$ cat config.mk
export PLATFORM = sky130hd
export DESIGN_NAME = note_scroll_scheduler
export DESIGN_NICKNAME = d
export VERILOG_FILES = /design/src/rtl/note_pkg.sv /design/src/rtl/note_scroll_scheduler_rr_arbiter.sv /design/src/rtl/note_scroll_scheduler.sv
export SDC_FILE = /design/constraint.sdc
export NUM_CORES = 1
export LEC_CHECK = 0
export ABC_CLOCK_PERIOD_IN_PS = 4250
export CORE_AREA = 2 2 541 543
export DETAILED_ROUTE_END_ITERATION = 8
export DIE_AREA = 0 0 543 545
export GPL_TIMING_DRIVEN = 0
export PLACE_DENSITY_LB_ADDON = 0.12
export SKIP_CTS_REPAIR_TIMING = 1
export SYNTH_ARGS = -nofsm -noshare
export SYNTH_HDL_FRONTEND = slang
export SYNTH_SLANG_ARGS = --single-unit
$ cat constraint.sdc
create_clock -name clk -period 4.25 [get_ports clk]
set_input_delay 0.85 -clock clk [delete_from_list [all_inputs] [get_ports clk]]
set_output_delay 0.85 -clock clk [all_outputs]
set_load 0.02 [all_outputs]
$ cat src/rtl/note_pkg.sv
// rtl/note_pkg.sv - shared geometry, colour constants and lane helpers for the note scroller
package note_pkg;

    localparam int ROWS   = 7;
    localparam int COLS   = 64;
    localparam int LANES  = 4;
    localparam int PIX_W  = 3;
    localparam int LANE_W = COLS / LANES;

    localparam logic [PIX_W-1:0] RED   = 3'b100;
    localparam logic [PIX_W-1:0] GREEN = 3'b010;
    localparam logic [PIX_W-1:0] BLUE  = 3'b001;
    localparam logic [PIX_W-1:0] WHITE = 3'b111;
    localparam logic [PIX_W-1:0] OFF   = 3'b000;

    // Bit offset of a lane's first pixel inside a packed row.
    function automatic int seg_lsb(input int lane, input int lane_w);
        return lane * lane_w * PIX_W;
    endfunction

endpackage

$ cat src/rtl/note_scroll_scheduler_rr_arbiter.sv
// rtl/note_scroll_scheduler_rr_arbiter.sv - round-robin one-hot arbiter with hold
module rr_arbiter #(
    parameter int N = 4
) (
    input  logic         clk,
    input  logic         rst,
    input  logic [N-1:0] req,
    input  logic         hold,
    output logic [N-1:0] grant
);

    localparam int PW = (N > 1) ? $clog2(N) : 1;

    logic [PW-1:0] ptr_q;
    logic [PW-1:0] ptr_d;

    always_ff @(posedge clk or posedge rst) begin
        if (rst) begin
            ptr_q <= '0;
        end else begin
            ptr_q <= ptr_d;
        end
    end

    // Search starts at the pointer; the winner's successor becomes the next pointer.
    always_comb begin : search
        logic found;
        int   idx;
        grant = '0;
        ptr_d = ptr_q;
        found = 1'b0;
        idx   = 0;
        if (!hold) begin
            for (int i = 0; i < N; i++) begin
                idx = int'(ptr_q) + i;
                if (idx >= N) begin
                    idx = idx - N;
                end
                if (!found && req[idx]) begin
                    found      = 1'b1;
                    grant[idx] = 1'b1;
                    ptr_d      = PW'((idx + 1) % N);
                end
            end
        end
    end

endmodule

$ cat src/rtl/note_scroll_scheduler.sv
// rtl/note_scroll_scheduler.sv - owns the seven note rows: frame-aligned scroll, spawns, hits, misses
module note_scroll_scheduler #(
    parameter int ROWS     = 7,
    parameter int COLS     = 64,
    parameter int LANES    = 4,
    parameter int TICK_DIV = 25_000_000
) (
    input  logic                 clk,
    input  logic                 rst,
    input  logic                 run,
    input  logic                 frame_done,
    input  logic [LANES-1:0]     spawn_req,
    input  logic [3*LANES-1:0]   spawn_color,
    output logic [LANES-1:0]     spawn_ack,
    input  logic [LANES-1:0]     hit_req,
    output logic [LANES-1:0]     hit_ok,
    output logic [LANES-1:0]     hit_bad,
    output logic [LANES-1:0]     miss,
    output logic [3*COLS-1:0]    notesMap0,
    output logic [3*COLS-1:0]    notesMap1,
    output logic [3*COLS-1:0]    notesMap2,
    output logic [3*COLS-1:0]    notesMap3,
    output logic [3*COLS-1:0]    notesMap4,
    output logic [3*COLS-1:0]    notesMap5,
    output logic [3*COLS-1:0]    notesMap6
);

    import note_pkg::*;

    localparam int LW    = COLS / LANES;
    localparam int SEG_W = LW * PIX_W;
    localparam int ROW_W = COLS * PIX_W;
    localparam int TW    = $clog2(TICK_DIV);
    localparam logic [TW-1:0] TICK_LAST = TW'(TICK_DIV - 1);

    logic [TW-1:0]    tick_q, tick_d;
    logic             pending_q, pending_d;
    logic [ROW_W-1:0] map_q [ROWS];
    logic [ROW_W-1:0] map_d [ROWS];
    logic [LANES-1:0] ack_q, ack_d;
    logic [LANES-1:0] hit_ok_q, hit_ok_d;
    logic [LANES-1:0] hit_bad_q, hit_bad_d;
    logic [LANES-1:0] miss_q, miss_d;

    logic             wrap;
    logic             shift;
    logic [LANES-1:0] grant;

    // A wrap while a shift is already pending is simply absorbed by the set.
    always_comb begin
        wrap      = run && (tick_q == TICK_LAST);
        shift     = pending_q && frame_done;
        tick_d    = tick_q;
        if (run) begin
            tick_d = wrap ? '0 : tick_q + TW'(1);
        end
        pending_d = pending_q;
        if (shift) begin
            pending_d = 1'b0;
        end
        if (wrap) begin
            pending_d = 1'b1;
        end
    end

    rr_arbiter #(
        .N(LANES)
    ) u_arb (
        .clk  (clk),
        .rst  (rst),
        .req  (spawn_req),
        .hold (shift),
        .grant(grant)
    );

    // Hits look at the pre-update bottom row; a shift then overwrites row 6 wholesale.
    always_comb begin
        map_d     = map_q;
        hit_ok_d  = '0;
        hit_bad_d = '0;
        miss_d    = '0;
        ack_d     = grant;
        for (int l = 0; l < LANES; l++) begin
            if (hit_req[l]) begin
                if (|map_q[ROWS-1][seg_lsb(l, LW) +: SEG_W]) begin
                    hit_ok_d[l] = 1'b1;
                    map_d[ROWS-1][seg_lsb(l, LW) +: SEG_W] = '0;
                end else begin
                    hit_bad_d[l] = 1'b1;
                end
            end else if (shift && (|map_q[ROWS-1][seg_lsb(l, LW) +: SEG_W])) begin
                miss_d[l] = 1'b1;
            end
        end
        if (shift) begin
            for (int r = ROWS - 1; r > 0; r--) begin
                map_d[r] = map_q[r-1];
            end
            map_d[0] = '0;
        end else begin
            for (int l = 0; l < LANES; l++) begin
                if (grant[l]) begin
                    map_d[0][seg_lsb(l, LW) +: SEG_W] = {LW{spawn_color[3*l +: 3]}};
                end
            end
        end
    end

    always_ff @(posedge clk or posedge rst) begin
        if (rst) begin
            tick_q    <= '0;
            pending_q <= 1'b0;
            ack_q     <= '0;
            hit_ok_q  <= '0;
            hit_bad_q <= '0;
            miss_q    <= '0;
            for (int r = 0; r < ROWS; r++) begin
                map_q[r] <= '0;
            end
        end else begin
            tick_q    <= tick_d;
            pending_q <= pending_d;
            ack_q     <= ack_d;
            hit_ok_q  <= hit_ok_d;
            hit_bad_q <= hit_bad_d;
            miss_q    <= miss_d;
            for (int r = 0; r < ROWS; r++) begin
                map_q[r] <= map_d[r];
            end
        end
    end

    assign spawn_ack = ack_q;
    assign hit_ok    = hit_ok_q;
    assign hit_bad   = hit_bad_q;
    assign miss      = miss_q;
    assign notesMap0 = map_q[0];
    assign notesMap1 = map_q[1];
    assign notesMap2 = map_q[2];
    assign notesMap3 = map_q[3];
    assign notesMap4 = map_q[4];
    assign notesMap5 = map_q[5];
    assign notesMap6 = map_q[6];

endmodule

==> impl_metrics.yaml, run 1 <==
floorplan:
  fp-row-count: 198
  dieArea_um2: 296000
  die_height_um: 545
  core_area_um2: 290000
  ioPinCount: 1384
  die_w_um: 543
  start_util: 0.0520
cells_and_area:
  drive_above_1_share: 0.409
  final_core_util: 0.119
  nets: 3290
  syn_to_final_growth_pct: 130
  design_area_um2: 34700
  nFillCells: 33300
timing:
  tns_ns: 0
  holdWs_ns: 0.508
  fmax_ghz: 0.287
  setup_violations: 0
  min_period_ns: 3.48
  finalMaxSlewViolations: 0
  worstMarginPinSlew_ns: 1.30
  rsz0062_at_grt: "false"
  slew_headroom: 0.131
  finalHoldViolCount: 0
  min_period_over_period: 0.819
  fin_skew_ns: 0.0173
yosys:
  synth_ff_type: "dfrtp_1"
  synthArstFlopShare: 1.00
  syn_inst: 1847
  synthDistinctLibCells: 44
  synth_top_cell_area_share: 0.628
  synth.area.top_cells: "buf_4 63%, dfrtp_1 21%, nand2_1 5.8%"
  ys_seq_area_frac: 0.212
  synthesis.nets: 1880
  synth_top_area_cell: "buf_4"
  synth_seq_cells: 128
  netlist_area_um2: 15100
  synth_warnings: 0
  synth_edf_count: 0
  synth.avg_cell_area_um2: 8.17
global_route:
  antenna_found_initial: 18
  grt_use_total: 0.0733
  grt_pass1_wl_um: 142000
  overflow: 0
  grt_max_degree: 32
  grt_pass1_vias: 13600
critical_path:
  worst-setup-path-type: "flop to output port"
  cpPeakStageDelay_ns: 1.12
  cp-start-kind: "flop"
  cpMaxStageDelayCell: "dfrtp_1"
  path_cells: "buf_4 > clkdlybuf4s50_1"
  cp_max_fo: 18
  crit_required_ns: 3.40
  cp.arrival_ns: 2.63
  cp-end-kind: "output port"
routing:
  via_count: 14700
  first_pass_iters: 4
  wl_per_cell_um: 16.0
  drt_iter0_markers: 431
  via_per_inst: 2.05
  routed_wl_um: 115000
  drtAntennaViolNets: 0
  drc: 0
power_and_ir_drop:
  finalPower_mw: 8.56
  powerDensity_nw_per_um2: 247
  peakVddDrop_v: 0.000308
  p_leak_nw: 14.9
cts:
  worstSkewPairLatency_ns: 0.53
  cts_tree: "done"
  path_clk_slew_ns: 0.07
  clockBufferDepth: 2
  cts_buffers: 17
  cts_root_buf: "clkbuf_16"
  cts_max_level: 4
  clock-sinks: 128
place:
  port_buffers: 1379
  gp_congestion: 0.686
  place_area_um2: 34000
  post-dp-hpwl_um: 92900
outcome:
  run_status: "completed"
worst_hold_path:
  holdCritPathClass: "flop to flop"
run:
  max-cap-violations: 0
[cell type report]
type	instances	area (um^2)	area share
flip-flops and latches	128	3220	0.0928
diodes	7	17.5	0.000505
multi-input cells	421	2250	0.0650
repair buffers	1391	14100	0.406
clock buffers	17	425	0.0123
well taps	3900	4880	0.141
clock inverters	15	166	0.00480
inverters	11	45.0	0.00130
plain buffers	1287	9590	0.277
[where the power goes]
part / total, mW / internal (mW) / switching [mW] / leakage, nW
Clock: 1.67 / 0.834 / 0.839 / 0.282
Combinational: 4.99 / 2.75 / 2.24 / 12.9
Sequential: 1.90 / 1.32 / 0.573 / 1.72
[cell families after synthesis]
group | synth area share
AO/OA/AOI/OAI | 0.0144
XOR/XNOR | 0.0128
adder cells (fa/ha/maj) | 0.00747
buffers and inverters | 0.638
flip-flops | 0.212
multiplexers | 0.00995
AND/OR/NAND/NOR | 0.105
[sequential cells by signal, summed over array words and instances (netlist names)]
signal / cells
hit_bad: 4
hit_ok: 4
miss: 4
notesMap0: 12
notesMap1: 12
notesMap2: 12
notesMap3: 12
notesMap4: 12
notesMap5: 12
notesMap6: 12
pending_q: 1
spawn_ack: 4
tick_q: 25
u_arb.ptr_q: 2
[cell usage after synthesis, types with 3 or more instances]
| cell | instances |
|---|---|
| buf_4 | 1262 |
| nand2_1 | 233 |
| dfrtp_1 | 128 |
| nor2_1 | 20 |
| clkbuf_1 | 15 |
| nand3_1 | 15 |
| nand3b_1 | 13 |
| xnor2_1 | 13 |
| nand4_1 | 12 |
| nor3_1 | 12 |
| o21ai_1 | 12 |
| inv_1 | 11 |
| and2_1 | 9 |
| ha_1 | 9 |
| xor2_1 | 9 |
| o21ai_0 | 8 |
| a21oi_1 | 7 |
| nor2b_1 | 6 |
| a221o_2 | 4 |
| and3_1 | 4 |
| buf_2 | 4 |
| or3b_1 | 4 |
| buf_1 | 3 |
| mux2i_1 | 3 |
| nor3b_1 | 3 |
| or3_1 | 3 |
[layout by cell type, fill, tap and decap left out, types with 6 or more instances in the layout]
cell type        count
buf_12               8
clkbuf_1            13
clkdlybuf4s50_1   1379
a21oi_1              7
nor3_1              12
nor2b_1              6
inv_1               10
dfrtp_1            120
o21ai_0              8
buf_4             1262
clkbuf_16           17
nor2_1              20
xnor2_1             13
nand4_1             12
nand3_1             15
and2_1               9
dfrtp_2              7
nand3b_1            13
xor2_1               9
nand2_1            233
ha_1                 9
o21ai_1             12
diode_2              7
[worst paths after layout]
path                                  endpoint  slack (ns)  cells after the start           start
worst max-delay path             notesMap5[16]        0.77                      2   notesMap5[46]
worst min-delay path                 pending_q        0.51                      1       pending_q
worst max register to register  notesMap0[142]        1.05                      9  u_arb.ptr_q[0]
worst min register to register       pending_q        0.51                      1       pending_q
max in group asynchronous       notesMap3[141]        2.55                      5             rst
min in group asynchronous        notesMap0[94]        0.68                      2             rst
[layer usage]
| metal | GRT usage | share of wire | vias to the layer above |
|---|---|---|---|
| met5 | 0 | 0.00038 | - |
| met4 | 0.0130 | 0.0091 | 8 |
| met3 | 0.0288 | 0.090 | 38 |
| met2 | 0.139 | 0.53 | 844 |
| met1 | 0.0758 | 0.37 | 6495 |
| li1 | - | - | 7297 |
[stage by stage]
step	setup slack, ns	instances
floorplan	1.60	1847
global placement	-0.936	7126
detailed placement	0.416	7137
CTS	0.459	7169
global route	0.506	7171
finish	0.769	7177
[worst max-delay path: cells and delay by family, from the launching register on]
| kind | cells | cell delay, ns |
|---|---|---|
| buffers and inverters | 2 | 0.98 |
| DFF | 1 | 1.12 |
No activity file was read; power rests on OpenSTA's default activity.
==> inputs of run 2 (changes only) <==
Settings changed: ABC_CLOCK_PERIOD_IN_PS 4250 to 3100.
Clock period 4.25 ns to 3.1 ns, I/O delays scaled along.
==> impl_metrics.yaml, run 2 (synthesized netlist as in run 1, its figures left out) <==
power_and_ir_drop:
  p_leak_nw: 14.9
  peakVddDrop_v: 0.000424
  finalPower_mw: 11.7
  powerDensity_nw_per_um2: 337
critical_path:
  worst-setup-path-type: "flop to output port"
  cp_max_fo: 18
  cp_top_family: "flip-flops"
  rr_startpoint: "u_arb.ptr_q[0]"
  crit_required_ns: 2.48
  reg2reg_depth: 9
  cpMaxStageDelayCell: "dfrtp_1"
  cp-end-kind: "output port"
  cp.arrival_ns: 2.31
  cp_num_buf_inv: 2
  r2r_slack_ns: 0.24
  reg2reg_to: "notesMap0[190]"
  cpPeakStageDelay_ns: 0.92
  cp-start-kind: "flop"
  path_cells: "buf_4 > clkdlybuf4s50_1"
timing:
  slew_headroom: 0.109
  holdWs_ns: 0.436
  setup_violations: 0
  min_period_over_period: 0.946
  min_period_ns: 2.93
  finalMaxSlewViolations: 0
  setup_slack_ns: 0.168
  finalHoldViolCount: 0
  rsz0062_at_grt: "false"
  fin_skew_ns: 0.0175
  worstMarginPinSlew_ns: 1.34
  fmax_ghz: 0.341
floorplan:
  ioPinCount: 1384
  die_height_um: 545
  start_util: 0.0520
  fp-row-count: 198
  die_w_um: 543
  core_area_um2: 290000
  dieArea_um2: 296000
routing:
  first_pass_iters: 4
  via_per_inst: 2.04
  drc: 0
  wl_per_cell_um: 16.0
  drtAntennaViolNets: 0
  drt_iter0_markers: 425
  routed_wl_um: 115000
  via_count: 14700
cts:
  cts_tree: "done"
  clock-sinks: 128
  worstSkewPairLatency_ns: 0.53
  clockBufferDepth: 2
  cts_max_level: 4
  cts_root_buf: "clkbuf_16"
  cts_buffers: 17
  path_clk_slew_ns: 0.08
worst_hold_path:
  whs_endpoint: "tick_q[1]"
  holdCritPathClass: "input pin to flop"
  holdPathStages: 2
  hold_start: "run"
global_route:
  grt_pass1_vias: 13600
  grt_pass1_wl_um: 142000
  overflow: 0
  grt_max_degree: 32
  antenna_found_initial: 18
  grt_use_total: 0.0733
place:
  port_buffers: 1379
  gp_congestion: 0.686
  dp.cells: 7137
  place_area_um2: 34000
  place_ws_ns: -0.504
  post-dp-hpwl_um: 92900
cells_and_area:
  nFillCells: 33200
  registers.top_by_ff_count: "tick_q"
  nets: 3294
  final_common_cell: "clkdlybuf4s50_1"
  final_cells: 7182
  design_area_um2: 34800
  mostFrequentLayoutCells: "1,379 x clkdlybuf4s50_1, 1,264 x buf_4, 233 x nand2_1"
  syn_to_final_growth_pct: 131
  drive_above_1_share: 0.425
  largest_register_ffs: 25
outcome:
  run_status: "completed"
run:
  max-cap-violations: 0
[run 2: through the flow]
step	utilization	TNS, ns
final	0.120	0
after global placement	0.116	-286.44
after detailed placement	0.117	-19.28
after CTS	0.119	-112.54
after global routing	0.120	0
after floorplan	-	0
[run 2: area by class of cell]
type | instances | area (um^2) | area share
antenna | 8 | 20.0 | 0.000576
tap | 3900 | 4880 | 0.140
inverter | 11 | 45.0 | 0.00130
clock buffer | 17 | 425 | 0.0122
buffer | 1287 | 9600 | 0.276
sequential | 128 | 3280 | 0.0942
multi-input combinational | 421 | 2250 | 0.0648
timing repair buffer | 1395 | 14100 | 0.406
clock inverter | 15 | 166 | 0.00479
[run 2: how the worst max path moves through the flow]
stage | depth (start not counted) | to | start
floorplan | 9 | notesMap0[140] | u_arb.ptr_q[0]
global placement | 6 | notesMap6[93] | frame_done
detailed placement | 6 | notesMap2[141] | frame_done
CTS | 2 | notesMap1[154] | notesMap1[190]
global route | 2 | notesMap2[114] | notesMap2[141]
finish | 2 | notesMap2[114] | notesMap2[141]
[run 2: per-layer routing]
| metal | GRT usage | share of wire | up-vias |
|---|---|---|---|
| met5 | 0 | 0.00038 | - |
| met4 | 0.0130 | 0.0091 | 8 |
| met3 | 0.0288 | 0.089 | 38 |
| met2 | 0.139 | 0.53 | 838 |
| met1 | 0.0758 | 0.37 | 6502 |
| li1 | - | - | 7301 |
[run 2: power breakdown]
part | internal (mW) | total (mW) | switching [mW]
Sequential | 1.83 | 2.60 | 0.770
Clock | 1.14 | 2.29 | 1.15
Combinational | 3.73 | 6.83 | 3.10
